<file path="config.mk">
export PLATFORM = sky130hd
export DESIGN_NAME = rom_arbiter
export DESIGN_NICKNAME = d
export VERILOG_FILES = /design/src/rtl/rom_arbiter.sv
export SDC_FILE = /design/constraint.sdc
export NUM_CORES = 1
export LEC_CHECK = 0
export CELL_PAD_IN_SITES_DETAIL_PLACEMENT = 1
export CELL_PAD_IN_SITES_GLOBAL_PLACEMENT = 1
export CORE_UTILIZATION = 30
export CTS_CLUSTER_SIZE = 25
export DETAILED_ROUTE_END_ITERATION = 16
export PLACE_DENSITY = 0.87
export SLEW_MARGIN = 20
export SYNTH_ARGS = -nofsm -noshare
export SYNTH_HDL_FRONTEND = slang
export SYNTH_SLANG_ARGS = --single-unit
</file>
<file path="constraint.sdc">
create_clock -name clk -period 3.3 [get_ports clk]
set_input_delay 0.66 -clock clk [delete_from_list [all_inputs] [get_ports clk]]
set_output_delay 0.66 -clock clk [all_outputs]
set_load 0.01 [all_outputs]
</file>
<file path="src/rtl/rom_arbiter.sv">
// Round-robin arbiter sharing one asynchronous-read puzzle ROM among N_REQ clients.
// Optional lock keeps ownership; two-cycle accept-to-data read pipeline.
module rom_arbiter #(
  parameter int N_REQ  = 4,
  parameter int ADDR_W = 14,
  parameter int DATA_W = 8
) (
  input  logic                    clk,
  input  logic                    rst_n,
  input  logic [N_REQ-1:0]        req,
  input  logic [N_REQ-1:0]        lock,
  input  logic [N_REQ*ADDR_W-1:0] req_addr,
  output logic [N_REQ-1:0]        gnt,
  output logic [ADDR_W-1:0]       rom_addr,
  input  logic [DATA_W-1:0]       rom_data,
  output logic [DATA_W-1:0]       rd_data,
  output logic [N_REQ-1:0]        rd_valid,
  output logic [15:0]             grant_count,
  output logic                    idle
);

  localparam int IDX_W = (N_REQ > 1) ? $clog2(N_REQ) : 1;
  localparam logic [IDX_W-1:0] LAST = IDX_W'(N_REQ - 1);
  localparam logic [IDX_W:0] NUM = (IDX_W + 1)'(N_REQ);

  logic [IDX_W-1:0]  rr_ptr;
  logic [IDX_W-1:0]  owner;
  logic              owner_vld;
  logic [IDX_W-1:0]  tag_idx;
  logic              tag_vld;
  logic [IDX_W-1:0]  win;
  logic              found;
  logic [IDX_W:0]    pos;
  logic              accept;
  logic [IDX_W-1:0]  nxt_ptr;
  logic [ADDR_W-1:0] win_addr;
  logic [N_REQ-1:0]  tag_oh;
  logic              owner_hold;

  assign owner_hold = owner_vld && req[owner];

  // A live owner wins outright; otherwise scan from rr_ptr with wrap.
  always_comb begin
    win   = '0;
    found = 1'b0;
    pos   = '0;
    if (owner_hold) begin
      win   = owner;
      found = 1'b1;
    end else begin
      for (int k = 0; k < N_REQ; k++) begin
        pos = {1'b0, rr_ptr} + (IDX_W + 1)'(k);
        if (pos >= NUM)
          pos = pos - NUM;
        if (!found && req[pos[IDX_W-1:0]]) begin
          win   = pos[IDX_W-1:0];
          found = 1'b1;
        end
      end
    end
  end

  assign accept = rst_n && found;

  always_comb begin
    gnt = '0;
    if (accept)
      gnt[win] = 1'b1;
  end

  assign nxt_ptr  = (win == LAST) ? '0 : win + 1'b1;
  assign win_addr = req_addr[int'(win)*ADDR_W +: ADDR_W];

  always_ff @(posedge clk or negedge rst_n) begin
    if (!rst_n) begin
      rr_ptr    <= '0;
      owner     <= '0;
      owner_vld <= 1'b0;
    end else if (accept) begin
      rr_ptr    <= nxt_ptr;
      owner     <= win;
      owner_vld <= lock[win];
    end else if (owner_vld && !req[owner]) begin
      owner_vld <= 1'b0;
    end
  end

  always_ff @(posedge clk or negedge rst_n) begin
    if (!rst_n) begin
      rom_addr <= '0;
      tag_idx  <= '0;
      tag_vld  <= 1'b0;
    end else begin
      tag_vld <= accept;
      if (accept) begin
        rom_addr <= win_addr;
        tag_idx  <= win;
      end
    end
  end

  always_comb begin
    tag_oh = '0;
    tag_oh[tag_idx] = tag_vld;
  end

  // ROM output is valid one cycle after rom_addr loads.
  always_ff @(posedge clk or negedge rst_n) begin
    if (!rst_n) begin
      rd_data  <= '0;
      rd_valid <= '0;
    end else begin
      rd_valid <= tag_oh;
      if (tag_vld)
        rd_data <= rom_data;
    end
  end

  always_ff @(posedge clk or negedge rst_n) begin
    if (!rst_n)
      grant_count <= '0;
    else if (accept && grant_count != 16'hFFFF)
      grant_count <= grant_count + 16'd1;
  end

  assign idle = ~|req && !tag_vld && ~|rd_valid;

endmodule

</file>
Word-level counts from Yosys, hierarchy flattened
Cells that the tools add are included.
{"block": "word_totals", "register_bits": 48, "inputBits": 74, "out_inout_bits": 47, "wordCells": 96}
{"block": "op_classes", "add_sub_neg": 9, "n_mul": 1, "order_cmp": 12, "eq_ne": 2, "n_shift": 1, "muxes": 41, "n_bitwise": 1, "reduce_logical": 21}
{"op": "$shiftx 56x7->14", "n": 1}
{"op": "$mux 2", "n": 14}
{"op": "$lt 2x3->1 const B", "n": 6}
{"op": "$mux 1", "n": 18}
{"op": "$add 16x1->16 const B", "n": 1}
{"op": "$ne 16x16->1 const B", "n": 1}
{"op": "$bmux 1 s2", "n": 6}
{"op": "$logic_and 1x1->1", "n": 11}
{"op": "$ge 3x3->1 const B", "n": 3}
{"op": "$reduce_or 4->1", "n": 2}
{"op": "$sub 2x1->2 const B", "n": 4}
{"op": "$logic_not 1->1", "n": 7}
{"op": "$add 2x2->3 const B", "n": 2}
{"op": "$mul 2x3->5 const B", "n": 1}
{"op": "$and 4x4->4", "n": 1}
{"op": "$demux 1 s2", "n": 2}
{"op": "$ge 2x1->1 const B", "n": 2}
{"op": "$mux 4", "n": 1}
{"op": "$add 2x1->3 const B", "n": 1}
{"op": "$ge 2x3->1 const B", "n": 1}
{"op": "$add 2x1->2 const B", "n": 1}
{"op": "$eq 2x2->1 const B", "n": 1}
{"op": "$reduce_bool 2->1", "n": 1}

Logic depth before layout (Yosys ltp)
{"block": "logic_depth", "word_depth": 25, "ltp_mapped": 10, "depth_no_buf": 8}

Worst setup path after synthesis
OpenSTA, ideal clock, no wires.
{"block": "synth_timing", "path_type": "input to output", "start": "input port req[1]", "end": "output port gnt[3]", "t_arrival_ns": 2.119, "required_ns": 2.640, "slack_ns": 0.521, "stages": 8, "n_path_buf": 1, "cell_sequence": "mux2i_1 > nor3b_2 > a31o_4 > mux2i_4 > buf_6 > inv_1 > ha_1 > and3_1"}
{"block": "synth_between", "elab_chain_len": 21}
{"element": "start: declaration", "line_no": "10", "rtl": "input logic [N_REQ-1:0] req,"}
{"element": "$bmux 1 s2", "line_no": "55", "rtl": "if (!found && req[pos[IDX_W-1:0]]) begin"}
{"element": "$mux 1 (not written as such)", "line_no": "55"}
{"element": "$mux 1", "line_no": "55"}
{"element": "$mux 1", "line_no": "47", "rtl": "if (owner_hold) begin"}
{"element": "$logic_not 1->1", "line_no": "55"}
{"element": "$logic_and 1x1->1", "line_no": "55"}
{"element": "$mux 1", "line_no": "55"}
{"element": "$mux 1", "line_no": "47"}
{"element": "[6 not listed]"}
{"element": "$mux 2", "line_no": "55"}
{"element": "$mux 2 (*)", "line_no": "47"}
{"element": "named net win[0]", "line_no": "31", "rtl": "logic [IDX_W-1:0] win;"}
{"element": "$lt 2x3->1 (not written as such) / $ge 2x1->1 (equally long branches)", "line_no": "68", "rtl": "gnt[win] = 1'b1;"}
{"element": "$logic_and 1x1->1 (not written as such)", "line_no": "68"}
{"element": "$mux 1 (not written as such)", "line_no": "68"}
{"element": "$demux 1 s2 (*)", "line_no": "68"}
{"element": "$mux 4 (*)", "line_no": "67", "rtl": "if (accept)"}
{"element": "end: declaration", "line_no": "13", "rtl": "output logic [N_REQ-1:0] gnt,"}
Mark *: on every way through the listed nets, which the timed path passes. The rest lies on a longest branch. The select of a mux whose other input is x is not followed.

Worst setup path after layout
Same ends and word-level chain as after synthesis.

==> Flow_metrics.wiki <==
{| class="wikitable"
! Metric !! Value
|-
| Dominant combinational cell family by area after synthesis || multiplexers
|-
| Setup-violating endpoint count in the final report || 0
|-
| Xor and xnor fraction of the mapped netlist area || 4.66%
|-
| Standard cell core area || 8340 µm²
|-
| Crit-path max FO || 4
|-
| Post-layout utilization of the core || 49.2%
|-
| Number of CTS-inserted buffers || 5
|-
| Avg Synthesized Cell Area || 11.2 µm²
|-
| Remaining antenna violation count || 0
|-
| Simple-gate share of the synthesized area || 12.6%
|-
| Total power || 2.74 mW
|-
| Final Hold Fails || 0
|-
| RePlAce Congestion || 0.757
|-
| Class of the worst hold path || in2async
|-
| Wire length reported by the detailed router || 7.56 mm
|-
| Max-cap violations || 0
|-
| Leading cell type by number of instances after synthesis || sky130_fd_sc_hd__dfrtp_1
|-
| Power per unit of standard cell area || 669 nW/µm²
|-
| Hold Slack || 0.224 ns
|-
| Clk buf depth || 2
|-
| Most used DFF post-synth || sky130_fd_sc_hd__dfrtp_1
|-
| Peak clock frequency supported by timing || 0.315 GHz
|-
| Routed vias/inst || 4.75
|-
| Total inserted antenna cells || 0
|-
| Most area-hungry cell type in the Yosys netlist || sky130_fd_sc_hd__dfrtp_1
|-
| Gate Count Post-Synth || 234
|-
| Critical Path Source Type || input pin
|-
| Number of design-rule violations left by the first detailed-router iteration || 33
|-
| Avg WL per Cell || 16.1 µm
|-
| Quantity of hold-fixing buffers added after cts || 0
|-
| Sequential fraction of the synthesis area || 45.6%
|-
| Layout overhead on the synthesized area || 55.8%
|-
| Portion of synthesized cell area occupied by the leading cell type || 45.6%
|-
| Number of slew-limit violations in the final report || 0
|-
| Clock tree from TritonCTS || built
|-
| Clock latency reported for the late side of the worst-skew pair || 0.29 ns
|-
| Initial core utilization || 31.5%
|-
| Cell leakage power || 1.77 nW
|-
| Wire length of the first global-routing pass || 11.8 mm
|-
| Overall global routing resource usage || 16.9%
|-
| Buffers on Ports || 120
|-
| Share of async-settable or async-resettable flops after synthesis || 100%
|-
| Nets in the synthesized netlist || 313
|-
| Leftover overflow at the end of global routing || 0
|-
| H-tree depth || 2
|-
| VDD IR-drop max || 0.331 mV
|-
| Worst Tran Pin Value || 0.703 ns
|-
| Adder and majority gate portion of the synthesized area || 2.38%
|-
| Total via count after detailed routing || 2233
|-
| Die Area || 9150 µm²
|-
| Worst relative slew slack || 52.5%
|-
| Setup crit start || req[1]
|-
| Unrepaired setup endpoints after global routing || no
|-
| Number of enable-type register cells in the synthesized netlist || 0
|-
| Cells taking the most area after synthesis || sky130_fd_sc_hd__dfrtp_1 (46%), sky130_fd_sc_hd__mux2i_1 (12%), sky130_fd_sc_hd__mux2_2 (10%)
|-
| Share of the clock period used by the worst path after layout || 96.1%
|-
| Aggregate negative setup slack || 0 ns
|-
| Cell Area, Synth || 2630 µm²
|-
| Kind of end point of the critical path || output port
|-
| Portion of netlist area occupied by mux cells || 23.9%
|-
| Compound-cell area share of the yosys netlist || 7.23%
|-
| Die W || 95.7 µm
|-
| Layout cell share with drive strength beyond 1 || 17.8%
|-
| Most frequent cells after synthesis || sky130_fd_sc_hd__dfrtp_1 (48), sky130_fd_sc_hd__mux2i_1 (32), sky130_fd_sc_hd__nand2_1 (28)
|-
| Clock slew seen by the registers of the worst setup and hold paths || 0.09 ns
|-
| Number of clock sinks seen by CTS || 48
|-
| Run status || complete, no violations
|-
| Flip-flop and latch count after synthesis || 48
|-
| Cell variety after synth || 38
|-
| Top-Level Pins || 121
|-
| Clock period minus final worst setup slack || 3.17 ns
|-
| Final #Nets || 443
|-
| WS Path Type || in2out
|-
| Chip height || 95.7 µm
|-
| Req. time, crit path || 2.64 ns
|-
| Worst Path Arrival || 2.51 ns
|-
| Launch point of the worst reg-to-reg path || tag_idx[0]
|-
| Via count of the first global-routing pass || 2308
|-
| Half-perimeter wire length of the detailed placement result || 5.86 mm
|-
| Total number of placement rows || 33
|-
| Clk root buf || sky130_fd_sc_hd__clkbuf_8
|-
| Number of warnings printed during yosys synthesis || 0
|-
| Number of remaining DRC errors || 0
|-
| Initial antenna violation count || 0
|-
| Final setup skew || 0.00842 ns
|-
| Number of detailed-route iterations in the first pass || 4
|-
| Pin count of the biggest net entering global routing || 42
|}
[cell usage in the layout (no fill, tap or decap), types with 2 or more instances in the layout]
cell type                         synthesis  layout
sky130_fd_sc_hd__buf_4                    0      13
sky130_fd_sc_hd__nor3_1                   3       3
sky130_fd_sc_hd__inv_2                    0       2
sky130_fd_sc_hd__nor2_1                   7       7
sky130_fd_sc_hd__mux2i_1                 32      32
sky130_fd_sc_hd__and3_1                   7       7
sky130_fd_sc_hd__clkinvlp_4               0       2
sky130_fd_sc_hd__a21oi_1                  3       3
sky130_fd_sc_hd__nand4_1                  6       6
sky130_fd_sc_hd__nand2_1                 28      28
sky130_fd_sc_hd__clkdlybuf4s50_1          0     111
sky130_fd_sc_hd__ha_1                     5       5
sky130_fd_sc_hd__o21ai_1                 12      12
sky130_fd_sc_hd__mux2_2                  24      24
sky130_fd_sc_hd__dfrtp_1                 48      48
sky130_fd_sc_hd__clkbuf_8                 0       6
sky130_fd_sc_hd__nand3_1                  8       8
sky130_fd_sc_hd__xor2_1                   2       2
sky130_fd_sc_hd__clkbuf_2                 1       4
sky130_fd_sc_hd__o21ai_0                  2       2
sky130_fd_sc_hd__inv_1                    4       2
sky130_fd_sc_hd__xnor2_1                 12      12
sky130_fd_sc_hd__o21ai_2                  2       2
sky130_fd_sc_hd__dlymetal6s2s_1           0       2
sky130_fd_sc_hd__dlygate4sd2_1            0       2
[power by group]
part | total [mW] | internal [mW] | switching [mW]
Sequential | 0.929 | 0.758 | 0.172
Combinational | 1.44 | 0.833 | 0.609
Clock | 0.370 | 0.170 | 0.201
[repair_timing]
item                                    4_1_cts  5_1_grt
endpoints found under the setup margin        5        5
resized for setup                            12       13
hold endpoints to repair                      0        0
pin swaps                                     1        2
buffers inserted                              2        2
[stage by stage]
stage | setup slack, ns | instance area, µm² | instances
2_1_floorplan | 0.521 | 2630 | 234
3_3_place_gp | -0.208 | 3950 | 458
3_5_place_dp | -0.334 | 3950 | 458
4_1_cts | 0.00327 | 4080 | 468
5_1_grt | 0.0508 | 4100 | 470
6_report | 0.129 | 4100 | 470
[flip-flops by register name (all words and copies together), names as in the netlist]
signal	cells
grant_count	16
rom_addr	14
rd_data	8
rd_valid	4
rr_ptr	2
tag_idx	2
owner_vld	1
tag_vld	1
[area by class of cell]
type,count,area [µm²]
fill,931,4240
tap,105,131
clock buffer,6,82.6
timing repair buffer,134,1290
inverter,4,15.0
clock inverter,2,15.0
sequential,48,1200
multi-input combinational,171,1370
[final timing paths]
kind / end / slack (ns) / depth (start not counted)
min: tag_idx[0] / 0.22 / 1
min reg2reg: rom_addr[12] / 0.49 / 2
max in group asynchronous: rom_addr[4] / 2.26 / 2
max: gnt[3] / 0.13 / 9
max reg2reg: rom_addr[2] / 0.65 / 10
min in group clk: rom_addr[12] / 0.49 / 2
[kinds of logic after synthesis]
family	after synthesis
DFF	48
buffers and inverters	15
xor gates and xnor gates	14
adders and majority gates	5
AOI/OAI and AO/OA	27
and+or+nand+nor	67
muxes	58
[per-layer routing]
| layer | share of wire [%] | GRT usage (%) | vias up |
|---|---|---|---|
| met1 | 40 | 20.1 | 1097 |
| met5 | 0 | 0 | - |
| met3 | 3.4 | 2.95 | 2 |
| met4 | 0.34 | 2.99 | 0 |
| li1 | - | - | 1087 |
| met2 | 57 | 31.7 | 47 |
[critical path, stage by stage]
cell and delay (ns):
sky130_fd_sc_hd__clkdlybuf4s50_1 0.49, sky130_fd_sc_hd__mux2i_1 0.10, sky130_fd_sc_hd__nor3b_2 0.26, sky130_fd_sc_hd__a31o_4 0.16
sky130_fd_sc_hd__mux2i_4 0.27, sky130_fd_sc_hd__inv_2 0.08, sky130_fd_sc_hd__ha_1 0.20, sky130_fd_sc_hd__and3_1 0.16
sky130_fd_sc_hd__clkbuf_2 0.12
(Power assumes the default switching activity.)
